--- config.mk ---
export PLATFORM = sky130hd
export DESIGN_NAME = pipe_stall_ctrl
export DESIGN_NICKNAME = d
export VERILOG_FILES = /design/src/rtl/pipe_stall_ctrl_pkg.sv /design/src/rtl/pipe_stall_ctrl_md_busy_ctr.sv /design/src/rtl/pipe_stall_ctrl.sv
export SDC_FILE = /design/constraint.sdc
export NUM_CORES = 1
export LEC_CHECK = 0
export CORE_UTILIZATION = 47
export CTS_CLUSTER_DIAMETER = 100
export DETAILED_ROUTE_END_ITERATION = 12
export PLACE_DENSITY = 0.91
export SYNTH_ARGS = -nofsm -noshare
export SYNTH_HDL_FRONTEND = slang
export SYNTH_SLANG_ARGS = --single-unit
--- constraint.sdc ---
create_clock -name clk -period 3.9 [get_ports clk]
set_input_delay 0.78 -clock clk [delete_from_list [all_inputs] [get_ports clk]]
set_output_delay 0.78 -clock clk [all_outputs]
set_load 0.01 [all_outputs]
--- src/rtl/pipe_stall_ctrl_pkg.sv ---
// Shared types and defaults for the pipeline stall/flush controller.
package pipe_stall_ctrl_pkg;

  // Mult/div sequencer state encoding
  typedef enum logic {
    IDLE = 1'b0,
    BUSY = 1'b1
  } md_state_e;

  // Default mult/div latencies (busy cycles after the start edge)
  localparam int MULT_CYCLES_DEF = 5;
  localparam int DIV_CYCLES_DEF  = 10;

endpackage

--- src/rtl/pipe_stall_ctrl_md_busy_ctr.sv ---
// Mult/div busy sequencer: loads a latency on start, counts it down,
// pulses md_done for one cycle after the last busy cycle.
module md_busy_ctr
  import pipe_stall_ctrl_pkg::*;
#(
  parameter int MULT_CYCLES = MULT_CYCLES_DEF,
  parameter int DIV_CYCLES  = DIV_CYCLES_DEF
) (
  input  logic clk,
  input  logic reset,
  input  logic md_start,
  input  logic md_div,
  output logic md_busy,
  output logic md_done
);

  localparam int MAXC = (DIV_CYCLES > MULT_CYCLES) ? DIV_CYCLES : MULT_CYCLES;
  localparam int CW   = $clog2(MAXC + 1);

  md_state_e     state, state_nx;
  logic [CW-1:0] md_cnt, cnt_nx;
  logic          done_nx;

  // State, remaining-cycle count and done pulse registers
  always_ff @(posedge clk or negedge reset) begin
    if (!reset) begin
      state   <= IDLE;
      md_cnt  <= '0;
      md_done <= 1'b0;
    end else begin
      state   <= state_nx;
      md_cnt  <= cnt_nx;
      md_done <= done_nx;
    end
  end

  // Next state: a start while BUSY cannot happen (ID is stalled), so it is ignored
  always_comb begin
    state_nx = state;
    cnt_nx   = md_cnt;
    done_nx  = 1'b0;
    case (state)
      IDLE: begin
        if (md_start) begin
          state_nx = BUSY;
          cnt_nx   = md_div ? CW'(DIV_CYCLES) : CW'(MULT_CYCLES);
        end
      end
      BUSY: begin
        cnt_nx = md_cnt - CW'(1);
        if (md_cnt == CW'(1)) begin
          state_nx = IDLE;
          cnt_nx   = '0;
          done_nx  = 1'b1;
        end
      end
      default: begin
        state_nx = IDLE;
        cnt_nx   = '0;
      end
    endcase
  end

  assign md_busy = (state == BUSY);

endmodule

--- src/rtl/pipe_stall_ctrl.sv ---
// Central stall/flush controller: load-use, branch-operand and mult/div
// hazards freeze PC and IF/ID and inject a bubble into ID/EX.
module pipe_stall_ctrl
  import pipe_stall_ctrl_pkg::*;
#(
  parameter int MULT_CYCLES = MULT_CYCLES_DEF,
  parameter int DIV_CYCLES  = DIV_CYCLES_DEF,
  parameter int CNT_W       = 32
) (
  input  logic             clk,
  input  logic             reset,
  input  logic [4:0]       id_rs,
  input  logic [4:0]       id_rt,
  input  logic             id_use_rs,
  input  logic             id_use_rt,
  input  logic             id_use_rs0,
  input  logic             id_use_rt0,
  input  logic             id_md_use,
  input  logic [4:0]       ex_wr_addr,
  input  logic             ex_is_load,
  input  logic             ex_writes,
  input  logic [4:0]       mem_wr_addr,
  input  logic             mem_is_load,
  input  logic             ex_md_start,
  input  logic             ex_md_div,
  output logic             pc_en,
  output logic             ifid_en,
  output logic             idex_clr,
  output logic             md_busy,
  output logic             md_done,
  output logic [CNT_W-1:0] stall_cnt
);

  logic rs_nz, rt_nz;
  logic rs_ex, rt_ex, rs_mem, rt_mem;
  logic stall_lu, stall_br, stall_md, stall;

  md_busy_ctr #(
    .MULT_CYCLES (MULT_CYCLES),
    .DIV_CYCLES  (DIV_CYCLES)
  ) u_md (
    .clk      (clk),
    .reset    (reset),
    .md_start (ex_md_start),
    .md_div   (ex_md_div),
    .md_busy  (md_busy),
    .md_done  (md_done)
  );

  // $zero is never a real dependency, so a nonzero source gates every match
  always_comb begin
    rs_nz    = (id_rs != 5'd0);
    rt_nz    = (id_rt != 5'd0);
    rs_ex    = rs_nz & (id_rs == ex_wr_addr);
    rt_ex    = rt_nz & (id_rt == ex_wr_addr);
    rs_mem   = rs_nz & (id_rs == mem_wr_addr);
    rt_mem   = rt_nz & (id_rt == mem_wr_addr);
    stall_lu = ex_is_load & ((id_use_rs & rs_ex) | (id_use_rt & rt_ex));
    stall_br = (ex_writes   & ((id_use_rs0 & rs_ex)  | (id_use_rt0 & rt_ex)))
             | (mem_is_load & ((id_use_rs0 & rs_mem) | (id_use_rt0 & rt_mem)));
    stall_md = id_md_use & (md_busy | ex_md_start);
    stall    = stall_lu | stall_br | stall_md;
    pc_en    = ~stall;
    ifid_en  = ~stall;
    idex_clr = stall;
  end

  // Stalled-cycle performance counter, sticks at all-ones
  always_ff @(posedge clk or negedge reset) begin
    if (!reset)
      stall_cnt <= '0;
    else if (stall && (stall_cnt != {CNT_W{1'b1}}))
      stall_cnt <= stall_cnt + CNT_W'(1);
  end

endmodule

=== Yosys cells after proc, flatten, opt, wreduce, memory -nomap -nowiden ===
Cells that the tools add are included.
W data, S select, Z words.

* Word-level logic and storage cells: 48
* Bits in latches: 0
* Bits in read-only memories: 0
* Input port bits: 32
* Memories: 0
* Bits in registers: 38
* Memory bits (writable): 0

* Multiplexer cells: 9
* Shift operators: 0
* $mul: 0
* $lt $le $gt $ge: 0
* Eq/ne operators: 7
* Reduce and logical (&&, ||, !) cells: 3
* Bitwise operators: 23
* Add/sub/neg operators: 2
* Divide/modulo/power cells: 0

{| class="wikitable"
|+ Operator list
! operator !! number
|-
| $add A32 B1 Y32 const B || 1
|-
| $ne A32 B32 Y1 const B || 1
|-
| $eq A5 B5 Y1 || 4
|-
| $and A1 B1 Y1 || 14
|-
| $mux W4 || 3
|-
| $reduce_bool A5 Y1 || 2
|-
| $pmux W4 S2 || 1
|-
| $or A1 B1 Y1 || 7
|-
| $eq A4 B1 Y1 const B || 1
|-
| $mux W1 || 4
|-
| $sub A4 B1 Y4 const B || 1
|-
| $ne A2 B2 Y1 const B || 1
|-
| $not A1 Y1 || 2
|-
| $pmux W1 S2 || 1
|-
| $logic_and A1 B1 Y1 || 1
|}

=== Longest topological paths before layout ===
Gate-level depths: netlist (run 1).

* Depth after elaboration: 9
* Gate-level depth with buffers: 9
* Mapped depth without buffers: 7

=== Modules after synthesis ===
A second synthesis (run 1) with hierarchy kept.

* Cell total of the unflattened synthesis: 222
* Area total of the unflattened synthesis: 2247.2 um^2

{| class="wikitable"
|+ By module, submodules not included
! module !! times used !! cells each !! area an instance (um^2) !! seq. area each (um^2)
|-
| pipe_stall_ctrl || 1 || 190 || 1933.1 || 800.8
|-
| md_busy_ctr || 1 || 32 || 314.1 || 150.1
|}

=== Worst setup path after synthesis (run 1) ===
OpenSTA, ideal clock, no wires.

* Path kind: input-to-output
* From: input port id_rs[1]
* To: output port pc_en
* Arrival: 2439 ps
* Stages: 6
* Slack: 681 ps
* Path through: or4_4 > o211ai_2 > o22ai_2 > a2111oi_4 > buf_6 > buf_4

* Word-level cells in the longest chain between the ends: 9

{| class="wikitable"
|+ Ends and longest elaborated chain
! element !! line !! text
|-
| start, declared || pipe_stall_ctrl.sv:12 || <nowiki>input logic [4:0] id_rs,</nowiki>
|-
| $eq A5 B5 Y1 (tied with other cells) || pipe_stall_ctrl.sv:54 || <nowiki>rs_ex = rs_nz & (id_rs == ex_wr_addr);</nowiki>
|-
| $and A1 B1 Y1, on equally long branches || pipe_stall_ctrl.sv:54, pipe_stall_ctrl.sv:56 ||
|-
| $and A1 B1 Y1, on equally long branches || pipe_stall_ctrl.sv:59, pipe_stall_ctrl.sv:60 ||
|-
| $or A1 B1 Y1, on equally long branches || pipe_stall_ctrl.sv:59, pipe_stall_ctrl.sv:60 ||
|-
| $and A1 B1 Y1, on equally long branches || pipe_stall_ctrl.sv:59, pipe_stall_ctrl.sv:60 ||
|-
| $or A1 B1 Y1 || pipe_stall_ctrl.sv:60 || <nowiki>| (mem_is_load & ((id_use_rs0 & rs_mem) | (id_use_rt0 & rt_mem)));</nowiki>
|-
| $or A1 B1 Y1 * (2 in series) || pipe_stall_ctrl.sv:62 || <nowiki>stall = stall_lu | stall_br | stall_md;</nowiki>
|-
| $not A1 Y1 * || -- ||
|-
| end, declared || pipe_stall_ctrl.sv:26 || <nowiki>output logic pc_en,</nowiki>
|}

Every way passes the cells marked *; elsewhere a longest branch is shown, timed or not.

=== Worst setup path in the final report (run 1) ===
* From: input port id_rs[1]
* To: output port ifid_en

* Word-level cells in the longest chain between the ends: 9

{| class="wikitable"
|+ Ends and longest elaborated chain
! element !! line !! text
|-
| $eq A5 B5 Y1 (tied with other cells) || pipe_stall_ctrl.sv:54 ||
|-
| $and A1 B1 Y1, on equally long branches || pipe_stall_ctrl.sv:54, pipe_stall_ctrl.sv:56 ||
|-
| $and A1 B1 Y1, on equally long branches || pipe_stall_ctrl.sv:59, pipe_stall_ctrl.sv:60 ||
|-
| $or A1 B1 Y1, on equally long branches || pipe_stall_ctrl.sv:59, pipe_stall_ctrl.sv:60 ||
|-
| $and A1 B1 Y1, on equally long branches || pipe_stall_ctrl.sv:59, pipe_stall_ctrl.sv:60 ||
|-
| $or A1 B1 Y1 || pipe_stall_ctrl.sv:60 ||
|-
| $or A1 B1 Y1 * (2 in series) || pipe_stall_ctrl.sv:62 ||
|-
| $not A1 Y1 * || pipe_stall_ctrl.sv:64 || <nowiki>ifid_en = ~stall;</nowiki>
|-
| end, declared || pipe_stall_ctrl.sv:27 || <nowiki>output logic ifid_en,</nowiki>
|}

Marked as above.

==> results.sh, run 1 <==
export IMPL_status="finished, violations left"
export IMPL_violations="design-rule violations"
export IMPL_area_delta_synth_final_pct=38.4
export IMPL_drt_total_wl_um=5600
export IMPL_relSlewSlack=0.347
export IMPL_syn_area_um2=2260
export IMPL_netlist_instances=226
export IMPL_fin_skew_ps=7.23
export IMPL_holdWs_ps=500
export IMPL_holdPathEnd="stall_cnt[11]$_DFFE_PN0P_"
export IMPL_yosysSeqAreaShare=0.421
export IMPL_r2r_cells=7
export IMPL_crit_slowest_cell="or4_4"
export IMPL_grt_pass1_vias=1888
export IMPL_antenna_cells=0
export IMPL_power_density_nw_per_um2=436
export IMPL_die_w_um=71.4
export IMPL_dp_hpwl_um=4170
export IMPL_dr_wl_met2_um=2710
export IMPL_rsz0062_at_grt="no"
export IMPL_postLayoutCoreUtil=0.699
export IMPL_yosys_area_top_type="dfrtp_1"
export IMPL_dpl_worst_slack_ps=-19.2
export IMPL_final_nets=340
export IMPL_drc=4
export IMPL_ys_top_cells_by_area="dfrtp_1 (42%), xor2_1 (12%), xnor2_1 (8.1%)"
export IMPL_seq_power_share=0.437
export IMPL_place_congestion=0.891
export IMPL_synth_seq_cells=38
export IMPL_synth_top_area_share=0.421
export IMPL_switching_share=0.340
export IMPL_cts_tree="yes"
export IMPL_combPwrFrac=0.367
export IMPL_route_met3_wl_um=194
export IMPL_drt_iter0_markers=171
export IMPL_worstPathMaxFanout=4
export IMPL_hold_violations=0
export IMPL_synth_edf_count=0
export IMPL_clkTransAtPathRegs_ps=70
export IMPL_worstHoldPathCells=1
export IMPL_drtAntennaViolNets=0
export IMPL_cts_made_buffers=5
export IMPL_vias=2020
export IMPL_r2r_start="stall_cnt[0]$_DFFE_PN0P_"
export IMPL_fin_area_um2=3130
export IMPL_vias_per_cell=5.67
export IMPL_synth_nets=261
export IMPL_crit_chain="clkdlybuf4s50_1 -> or4_4 -> o211ai_2 -> o22ai_2 -> a2111oi_4 -> buf_4 -> buf_4 -> dlygate4sd2_1"
export IMPL_crit_path_end_kind="primary output"
export IMPL_ios=69
export IMPL_grt_max_degree=39
export IMPL_fin_ws_ps=167
export IMPL_slew_viol_final=0
export IMPL_layout_commonest_cell="clkdlybuf4s50_1"
export IMPL_cts_path_max_buffers=2
export IMPL_leakagePower_nw=1.33
export IMPL_place_area_um2=3030
export IMPL_antenna_found_initial=0
export IMPL_drt_first_pass_iters=9
export IMPL_cts_max_level=2
export IMPL_wl_per_cell_um=15.7
export IMPL_finalSetupViolations=0
export IMPL_power_switching_w=0.000463
export IMPL_num_rows=24
export IMPL_numPlacedInstances=349
export IMPL_layout_drive_gt1_share=0.0987
export IMPL_io_buffers=68
export IMPL_gr_usage_all_layers=0.242
export IMPL_highest_layer="met4"
export IMPL_ys_types=36
export IMPL_hold_start="stall_cnt[11]$_DFFE_PN0P_"
export IMPL_layout_common_cells="clkdlybuf4s50_1 (64), dfrtp_1 (38), xor2_1 (30)"
export IMPL_arrival_ps=2950
export IMPL_cp_slowest_stage_delay_ps=550
export IMPL_fmax_mhz=268
export IMPL_period_share=0.957
export IMPL_start_util=0.505
export IMPL_clkPwrFrac=0.196
export IMPL_ys_warn_count=0
export IMPL_synth_ff_type="dfrtp_1"
export IMPL_intPower_w=0.000900
export IMPL_crit_top_cell="buf_4"
export IMPL_clkSinkCount=38
export IMPL_die_area_um2=5090
export IMPL_crit_type="input port to primary output"
export IMPL_required_ps=3120
export IMPL_die_h_um=71.4
export IMPL_worstSetupStartpointType="input port"
export IMPL_worst_pin_slew_ps=979
export IMPL_r2r_end="stall_cnt[1]$_DFFE_PN0P_"
export IMPL_core_um2=4470
export IMPL_fin_cells=356
export IMPL_hp_class="flop to flop"
export IMPL_synthArstFlopShare=1.00
export IMPL_grt_overflow_total=0
export IMPL_postCtsHoldBufs=0
export IMPL_cts_root_buffer="clkbuf_8"
export IMPL_clkLatencyLatePin_ps=290
export IMPL_grt_pass1_wl_um=9520
export IMPL_vdd_ir_drop_max_mv=0.327
export IMPL_syn_mean_instance_area_um2=10.0
export IMPL_maxCapViolations=0
export IMPL_rrSetupSlack_ps=1040
export IMPL_drt_met1_wl_um=2530
export IMPL_period_needed_ps=3730
## layer usage
layer	up-vias	track usage
li1	972	-
met1	971	0.324
met2	61	0.377
met3	16	0.0591
met4	0	0.102
met5	-	0
## critical path, delay by kind of cell
| family | cells | cell delay (ps) |
|---|---|---|
| buf+inv | 4 | 1010 |
| compound gates | 3 | 610 |
| simple gates | 1 | 550 |
## timing repair
action | 4_1_cts | 5_1_grt
resized for setup | 1 | 3
endpoints found under the setup margin | 1 | 2
buffers inserted | 0 | 1
endpoints found under the hold margin | 0 | 0
## final cells by class
type / count / area, um2
clock buffer: 6 / 82.6
sequential: 38 / 951
tap: 52 / 65.1
fill: 329 / 1350
timing repair buffer: 81 / 777
multi-input combinational: 175 / 1240
inverter: 4 / 15.0
## kinds of logic after synthesis
family,after synthesis,synth area share
simple gates,104,0.258
compound gates,15,0.0609
flops,38,0.421
xor+xnor,51,0.198
buf+inv,13,0.0343
mux,2,0.0116
fa+ha+maj,3,0.0166
## registers in the layout (all words and copies together), names as in the netlist
register      flops
u_md.md_cnt       4
stall_cnt        32
u_md.md_busy      1
u_md.md_done      1
## stage by stage
stage | TNS [ps] | power, W
floorplan | 0 | 0.000849
global placement | -9.81 | 0.00108
detailed placement | -19.2 | 0.00110
CTS | 0 | 0.00136
global route | 0 | 0.00145
finish | 0 | 0.00136
## power groups by stage
| stage | clock (W) | combinational, W | sequential, W |
|---|---|---|---|
| 5_1_grt | 0.000288 | 0.000549 | 0.000614 |
| 3_5_place_dp | 0 | 0.000499 | 0.000600 |
| 3_3_place_gp | 0 | 0.000483 | 0.000596 |
| 2_1_floorplan | 0 | 0.000250 | 0.000599 |
| 6_report | 0.000267 | 0.000500 | 0.000595 |
| 4_1_cts | 0.000269 | 0.000500 | 0.000594 |
## cell usage after synthesis, types with 3 or more instances
master and number:
dfrtp_1 38, xor2_1 30, xnor2_1 21, nor3_1 19, nand4_1 14, nor2_1 13, nand2_1 12, nand3_1 12
nor4_1 8, and4_1 4, inv_1 4, nor2b_1 4, a21oi_1 3, and3_1 3, buf_6 3, clkbuf_1 3
ha_1 3, nor3b_1 3, nor4b_1 3
## worst max-delay path by stage
| stage | from | endpoint | slack, ps | cells past startpoint |
|---|---|---|---|---|
| CTS | id_rs[1] | pc_en | 4 | 7 |
| floorplan | id_rs[1] | pc_en | 680 | 6 |
| detailed placement | id_rs[1] | ifid_en | -20 | 7 |
| finish | id_rs[1] | ifid_en | 170 | 8 |
| global placement | id_rs[1] | ifid_en | -10 | 7 |
| global route | id_rs[1] | ifid_en | 110 | 8 |
Note: power is estimated with default switching activity, not from simulation.
==> run 2: changes to the inputs <==
- CORE_UTILIZATION: 47 -> 49
- CTS_BUF_LIST: default -> sky130_fd_sc_hd__clkbuf_4
- PLACE_DENSITY: 0.91 -> 0.94
==> results.sh, run 2 (synthesis gave the netlist of run 1 again) <==
export IMPL_status="finished clean"
export IMPL_clkLatencyLatePin_ps=360
export IMPL_layout_common_cells="clkdlybuf4s50_1 (65), dfrtp_1 (38), xor2_1 (30)"
export IMPL_r2r_cells=8
export IMPL_grt_pass1_vias=1899
export IMPL_grt_pass1_wl_um=9140
export IMPL_combPwrFrac=0.364
export IMPL_intPower_w=0.000899
export IMPL_largest_reg_flops=32
export IMPL_fin_area_um2=3140
export IMPL_drt_total_wl_um=5520
export IMPL_fin_skew_ps=14.7
export IMPL_die_area_um2=4890
export IMPL_period_needed_ps=3840
export IMPL_fmax_mhz=260
export IMPL_drt_iter0_markers=186
export IMPL_holdWs_ps=497
export IMPL_largest_registers="stall_cnt: 32 flops, u_md.md_cnt: 4 flops"
export IMPL_required_ps=3120
export IMPL_period_share=0.985
export IMPL_cts_root_buffer="clkbuf_4"
export IMPL_hold_violations=0
export IMPL_layout_commonest_cell="clkdlybuf4s50_1"
export IMPL_die_w_um=69.9
export IMPL_worst_pin_slew_ps=834
export IMPL_antenna_cells=0
export IMPL_rsz0062_at_grt="no"
export IMPL_crit_chain="clkdlybuf4s50_1 -> or4_4 -> o211ai_2 -> o22ai_2 -> a2111oi_4 -> buf_4 -> inv_1 -> clkdlybuf4s50_1"
export IMPL_postCtsHoldBufs=0
export IMPL_dpl_worst_slack_ps=-8.30
export IMPL_cts_made_buffers=5
export IMPL_crit_path_end_kind="primary output"
export IMPL_crit_top_cell="clkdlybuf4s50_1"
export IMPL_crit_slowest_cell="or4_4"
export IMPL_arrival_ps=3060
export IMPL_fin_setup_tns_ps=0
export IMPL_area_delta_synth_final_pct=39.0
export IMPL_layout_drive_gt1_share=0.110
export IMPL_gr_usage_all_layers=0.238
export IMPL_worstSetupStartpointType="input port"
export IMPL_startpoint="id_rs[2]"
export IMPL_cts_tree="yes"
export IMPL_seq_power_share=0.435
export IMPL_vdd_ir_drop_max_mv=0.411
export IMPL_r2r_end="stall_cnt[7]$_DFFE_PN0P_"
export IMPL_place_congestion=0.951
export IMPL_maxCapViolations=0
export IMPL_grt_overflow_total=0
export IMPL_largest_register="stall_cnt"
export IMPL_vias_per_cell=5.53
export IMPL_relSlewSlack=0.444
export IMPL_power_switching_w=0.000475
export IMPL_ios=69
export IMPL_die_h_um=69.9
export IMPL_drt_first_pass_iters=4
export IMPL_clkTransAtPathRegs_ps=130
export IMPL_wl_per_cell_um=15.3
export IMPL_power_density_nw_per_um2=437
export IMPL_cp_slowest_stage_delay_ps=540
export IMPL_fin_ws_ps=58.9
export IMPL_crit_type="input port to primary output"
export IMPL_vias=1995
export IMPL_dp_hpwl_um=4280
export IMPL_r2r_start="stall_cnt[0]$_DFFE_PN0P_"
export IMPL_place_area_um2=3050
export IMPL_num_rows=24
export IMPL_cts_max_level=2
export IMPL_leakagePower_nw=1.33
export IMPL_drc=0
export IMPL_cts_path_max_buffers=2
export IMPL_finalSetupViolations=0
export IMPL_drtAntennaViolNets=0
export IMPL_endpoint="idex_clr"
export IMPL_start_util=0.516
export IMPL_antenna_found_initial=0
export IMPL_slew_viol_final=0
export IMPL_final_nets=343
export IMPL_worstPathMaxFanout=4
export IMPL_grt_max_degree=39
export IMPL_clkSinkCount=38
export IMPL_io_buffers=68
export IMPL_hp_class="input port to async pin"
export IMPL_rrSetupSlack_ps=1220
export IMPL_clkPwrFrac=0.201
export IMPL_switching_share=0.346
export IMPL_core_um2=4380
[run 2: changes by cell type in the layout (fill, tap and decap cells not counted), sizes merged]
cell and change:
dlymetal6s2s -1, clkbuf -1, clkinvlp +2, clkdlybuf4s50 +1, bufinv +1, buf +3
[run 2: timing repair]
action,4_1_cts,5_1_grt
pin swaps,0,0
gates resized for setup,1,1
setup buffers,0,1
endpoints found under the setup margin,1,2
hold endpoints to repair,0,0
[run 2: power groups by stage]
| stage | Sequential (W) | Clock [W] | Combinational (W) |
|---|---|---|---|
| after floorplan | 0.000599 | 0 | 0.000250 |
| after global placement | 0.000597 | 0 | 0.000482 |
| after detailed placement | 0.000602 | 0 | 0.000498 |
| after CTS | 0.000596 | 0.000281 | 0.000501 |
| after global routing | 0.000612 | 0.000295 | 0.000539 |
| final | 0.000598 | 0.000276 | 0.000500 |
[run 2: worst min-delay path by stage]
| stage | end | slack (ps) | depth (start not counted) |
|---|---|---|---|
| after floorplan | stall_cnt[0]$_DFFE_PN0P_ | 480 | 0 |
| after global placement | stall_cnt[27]$_DFFE_PN0P_ | 470 | 1 |
| after detailed placement | stall_cnt[11]$_DFFE_PN0P_ | 490 | 1 |
| after CTS | stall_cnt[11]$_DFFE_PN0P_ | 510 | 1 |
| after global routing | stall_cnt[23]$_DFFE_PN0P_ | 520 | 1 |
| final | stall_cnt[16]$_DFFE_PN0P_ | 500 | 1 |
[run 2: cell type report]
cell class              count  area (um2)
flip-flops and latches     38         951
fillers                   327        1240
inverters                   4        15.0
clock buffers               5        37.5
multi-input cells         175        1230
well taps                  52        65.1
repair buffers             84         797
clock inverters             3        45.0
[run 2: through the flow]
step	power, W	utilization	std cells
floorplan	0.000849	-	226
global placement	0.00108	0.696	352
detailed placement	0.00110	0.696	352
CTS	0.00138	0.715	360
global route	0.00145	0.717	361
finish	0.00137	0.717	361
[run 2: worst max-delay path, delay by kind of cell]
kind | cells | cell delay, ps
buf+inv | 4 | 1130
compound gates | 3 | 610
simple gates | 1 | 540
[run 2: per-layer routing]
| layer | routed length [um] | global-route usage | up-vias |
|---|---|---|---|
| met4 | 129 | 0.0889 | 0 |
| li1 | - | - | 965 |
| met5 | 0 | 0 | - |
| met1 | 2320 | 0.304 | 962 |
| met3 | 298 | 0.0390 | 12 |
| met2 | 2780 | 0.404 | 56 |
==> run 3: changes to the inputs <==
- RECOVER_POWER: default -> 50
==> results.sh, run 3 (synthesis gave the netlist of run 1 again) <==
export IMPL_crit_path_end_kind="primary output"
export IMPL_num_rows=24
export IMPL_maxCapViolations=1
export IMPL_r2r_cells=8
export IMPL_hold_start="stall_cnt[8]$_DFFE_PN0P_"
export IMPL_gr_usage_all_layers=0.238
export IMPL_power_density_nw_per_um2=435
export IMPL_worstPathMaxFanout=4
export IMPL_holdPathEnd="stall_cnt[8]$_DFFE_PN0P_"
export IMPL_crit_slowest_cell="or4_4"
export IMPL_r2r_end="stall_cnt[7]$_DFFE_PN0P_"
export IMPL_register_area_um2=951
export IMPL_vias=1993
export IMPL_drt_iter0_markers=192
export IMPL_grt_pass1_vias=1899
export IMPL_postCtsHoldBufs=0
export IMPL_clkLatencyLatePin_ps=360
export IMPL_die_w_um=69.9
export IMPL_fin_ws_ps=55.9
export IMPL_relSlewSlack=-0.334
export IMPL_fmax_mhz=260
export IMPL_crit_type="input port to primary output"
export IMPL_critPathBufInv=4
export IMPL_required_ps=3120
export IMPL_rrSetupSlack_ps=1220
export IMPL_violations="max-capacitance violations, max-slew violations"
export IMPL_drtAntennaViolNets=0
export IMPL_largest_reg_flops=32
export IMPL_largest_register="stall_cnt"
export IMPL_start_util=0.516
export IMPL_leakagePower_nw=1.34
export IMPL_area_delta_synth_final_pct=39.0
export IMPL_vias_per_cell=5.52
export IMPL_power_w=0.00137
export IMPL_antenna_found_initial=0
export IMPL_rsz0062_at_grt="no"
export IMPL_dp_hpwl_um=4280
export IMPL_final_nets=343
export IMPL_hp_class="flop to flop"
export IMPL_die_h_um=69.9
export IMPL_largest_registers="stall_cnt: 32 flops, u_md.md_cnt: 4 flops"
export IMPL_clkSinkCount=38
export IMPL_cts_path_max_buffers=2
export IMPL_crit_chain="clkdlybuf4s50_1 -> or4_4 -> o211ai_2 -> o22ai_2 -> a2111oi_4 -> buf_4 -> inv_1 -> clkdlybuf4s50_1"
export IMPL_place_congestion=0.951
export IMPL_dpl_worst_slack_ps=-8.30
export IMPL_cp_slowest_stage_delay_ps=540
export IMPL_worstSetupStartpointType="input port"
export IMPL_grt_overflow_total=0
export IMPL_layout_commonest_cell="clkdlybuf4s50_1"
export IMPL_core_um2=4380
export IMPL_cts_max_level=2
export IMPL_multiInputGateArea_um2=1230
export IMPL_cts_root_buffer="clkbuf_4"
export IMPL_r2r_start="stall_cnt[0]$_DFFE_PN0P_"
export IMPL_wl_per_cell_um=15.3
export IMPL_grt_pass1_wl_um=9140
export IMPL_hold_violations=0
export IMPL_worstHoldPathCells=1
export IMPL_crit_top_cell="clkdlybuf4s50_1"
export IMPL_die_area_um2=4890
export IMPL_drt_total_wl_um=5510
export IMPL_fin_skew_ps=14.3
export IMPL_cp_depth=8
export IMPL_layout_common_cells="clkdlybuf4s50_1 (52), dfrtp_1 (38), xor2_1 (30)"
export IMPL_vdd_ir_drop_max_mv=0.411
export IMPL_clkTransAtPathRegs_ps=110
export IMPL_ios=69
export IMPL_slew_viol_final=39
export IMPL_drc=0
export IMPL_cp_top_family="buffers and inverters"
export IMPL_antenna_cells=0
export IMPL_grt_max_degree=39
export IMPL_drt_first_pass_iters=4
export IMPL_fill_cells=325
export IMPL_cts_tree="yes"
export IMPL_worst_pin_slew_ps=2000
export IMPL_cts_made_buffers=5
export IMPL_arrival_ps=3060
export IMPL_status="finished, violations left"
export IMPL_finalSetupViolations=0
export IMPL_period_needed_ps=3840
export IMPL_io_buffers=68
export IMPL_layout_drive_gt1_share=0.107
export IMPL_period_share=0.986
## run 3: area by class of cell
cell class                 count  share of cell area
timing repair buffer          84               0.253
sequential                    38               0.303
multi-input combinational    175               0.392
tap                           52              0.0207
clock inverter                 3              0.0143
clock buffer                   5              0.0119
inverter                       4             0.00478
## run 3: what timing repair did
item	CTS	global route
resized for setup	1	1
buffers inserted	0	1
setup endpoints to repair	1	2
## run 3: power breakdown
part	leakage, nW	internal, W	switching (W)	total, W
Sequential	0.476	0.000480	0.000117	0.000597
Clock	0.0374	0.000134	0.000141	0.000275
Combinational	0.831	0.000279	0.000216	0.000495
## run 3: worst max-delay path by stage
stage / endpoint / startpoint
floorplan: pc_en / id_rs[1]
global placement: ifid_en / id_rt[1]
detailed placement: ifid_en / id_rs[2]
CTS: pc_en / id_rs[2]
global route: idex_clr / id_rs[3]
finish: idex_clr / id_rs[2]
## run 3: metrics by stage
step	instances	cell area (um2)	util	TNS (ps)	hold slack, ps
2_1_floorplan	226	2260	-	0	484
6_report	361	3140	0.717	0	492
3_3_place_gp	352	3050	0.696	0	472
5_1_grt	361	3140	0.717	0	516
3_5_place_dp	352	3050	0.696	-8.30	486
4_1_cts	360	3130	0.715	0	506
## run 3: worst register-to-register path: cells and delay by family, from the launching register on
family / cells / cell delay, ps
adder cells (fa/ha/maj): 1 / 210
AND/OR/NAND/NOR: 5 / 1460
flip-flops: 1 / 440
XOR/XNOR: 1 / 150
buffers and inverters: 1 / 300
## run 3: layer usage
metal | vias up | part of all wire | GRT usage
met5 | - | 0 | 0
met4 | 0 | 0.023 | 0.0889
met3 | 12 | 0.050 | 0.0390
met2 | 54 | 0.50 | 0.404
met1 | 961 | 0.42 | 0.304
li1 | 966 | - | -
==> edit (config.mk and constraints of run 1) <==
Change the package constant `DIV_CYCLES_DEF` from 10 to 12.
--- a/src/rtl/pipe_stall_ctrl_pkg.sv
+++ b/src/rtl/pipe_stall_ctrl_pkg.sv
@@ -9,7 +9,7 @@
 
   // Default mult/div latencies (busy cycles after the start edge)
   localparam int MULT_CYCLES_DEF = 5;
-  localparam int DIV_CYCLES_DEF  = 10;
+  localparam int DIV_CYCLES_DEF  = 12;
 
 endpackage
 
Function: same outputs for any inputs over 10 cycles, from zero or initial values and one cycle with reset low; that may be too few to reach the edited logic, so the function may still have changed.
==> edit against run 1 <==
The run still ends with design-rule violations left; worst setup slack got worse by 14 ps; cell area decreased by 0.68%; largest power group unchanged; total power is 4.5% lower; global-route usage about the same; sequential cell count stayed put; via count increased by 0.94%; clock power is 4% lower; wire length is 3.5% higher; critical path type unchanged; count of clock-buffer cells in the layout is 1 lower; synthesized area fell by 2.0%; register-to-register slack better by 400 ps.
==> edit: results (changes against run 1) <==
run status: finished with violations
failing checks: design-rule violations
Setup Skew: 5.286 ps (-1.941 ps)
r2r worst-path depth: 8 (+1)
Worst R2R End: stall_cnt[29]$_DFFE_PN0P_
fin cells: 359 (+0.84%)
top cells by area, synth: dfrtp_1 43%, xor2_1 11%, xnor2_1 8.3%
Fillers: 318 (-3.3%)
synthesized area per cell: 9.887 sq um (-1.2%)
drt total wl: 5792 microns (+3.5%)
Detailed Place HPWL: 4396 microns (+5.3%)
Post-synth top cells: 38 x dfrtp_1, 28 x xor2_1, 21 x xnor2_1
leak pwr: 1.337 nW (+0.85%)
FF-to-FF setup slack: 1440 ps (+400 ps)
reg2reg start: stall_cnt[0]$_DFFE_PN0P_
DR DRC count: 8 (+4)
Synth Area in Compound Gates: 0.06102 (+0.0001426)
Inst Count DP: 350 (+0.29%)
Placer Congestion: 0.8476 (-4.9%)
total track usage: 0.2423 (about the same)
sequential cell area fraction in the yosys report: 0.4294 (+0.008792)
adder-cell share of the synthesized area: 0.01695 (+0.0003470)
first-pass GRT wire length: 9370 microns (-1.6%)
Worst Setup Slack post-DPL: -16.61 ps (+2.637 ps)
max_slew headroom: 0.4463 (+0.09899)
ys async rst share: 1.000 (unchanged)
Worst Hold Class: reg -> reg
clk root buf: clkbuf_8
syn_nets: 259 (-0.77%)
crit-path max FO: 3 (-1)
Hold EP: stall_cnt[27]$_DFFE_PN0P_
share of post-route cells with drive strength above 1: 0.1042 (+0.005550)
nets@finish: 342 (+0.59%)
First-pass DRT Iterations: 8 (-1)
Iter 0 DRT Violations: 207 (+21%)
mux cell area share after synthesis: 0.01695 (+0.005328)
vias per cell: 5.680 (about the same)
VDD IR-drop max: 266.4 uV (-19%)
Hold Startpoint: stall_cnt[27]$_DFFE_PN0P_
vias in the first global route: 1993 (+5.6%)
Tmin final: 3747 ps (+13.81 ps)
xor and xnor area share after synthesis: 0.1938 (-0.003780)
Cell Area, Placed: 0.003010 sq mm (-0.62%)
edit: cells by family (layout without fill, tap and decap cells):
| family | after synthesis | after routing |
|---|---|---|
| AND/OR/NAND/NOR | 101 | 101 |
| multiplexers | 3 | 3 |
| flip-flops | 38 | 38 |
| XOR/XNOR | 49 | 49 |
| AO/OA/AOI/OAI | 17 | 17 |
| buffers and inverters | 13 | 96 |
| adder cells (fa/ha/maj) | 3 | 3 |
edit: critical path: cells and delay by family:
family / cells / cell delay, ps
AND/OR/NAND/NOR: 1 / 550
buffers and inverters: 4 / 1000
AO/OA/AOI/OAI: 3 / 640
edit: report_power, final:
part           internal, W  switching [W]
clock network     0.000120       0.000136
logic             0.000266       0.000204
registers         0.000478      0.0000977
edit: metal layers:
layer	GRT usage	part of all wire	vias up
met5	0	0	-
met4	0.1022	0.024	0
met3	0.05413	0.053	12
met2	0.4153	0.51	67
met1	0.2964	0.42	992
li1	-	-	968
edit: cell type report:
class                           instances  share of cell area
Clock buffer                            5             0.02214
Clock inverter                          2            0.003221
Inverter                                5            0.006039
Multi-Input combinational cell        173              0.3845
Sequential cell                        38              0.3060
Tap cell                               52             0.02093
Timing Repair Buffer                   84              0.2572
edit: stage by stage:
stage                     hold slack [ps]   power, W  utilization
after floorplan                     484.4  0.0008038            -
after global placement              471.7   0.001024       0.6774
after detailed placement            473.6   0.001051       0.6774
after CTS                           486.9   0.001311       0.6965
after global routing                512.8   0.001387       0.6993
final                               482.2   0.001302       0.6993
edit: what timing repair did:
action	CTS	global route
setup buffers	1	1
setup endpoints to repair	2	2
resized for setup	1	2
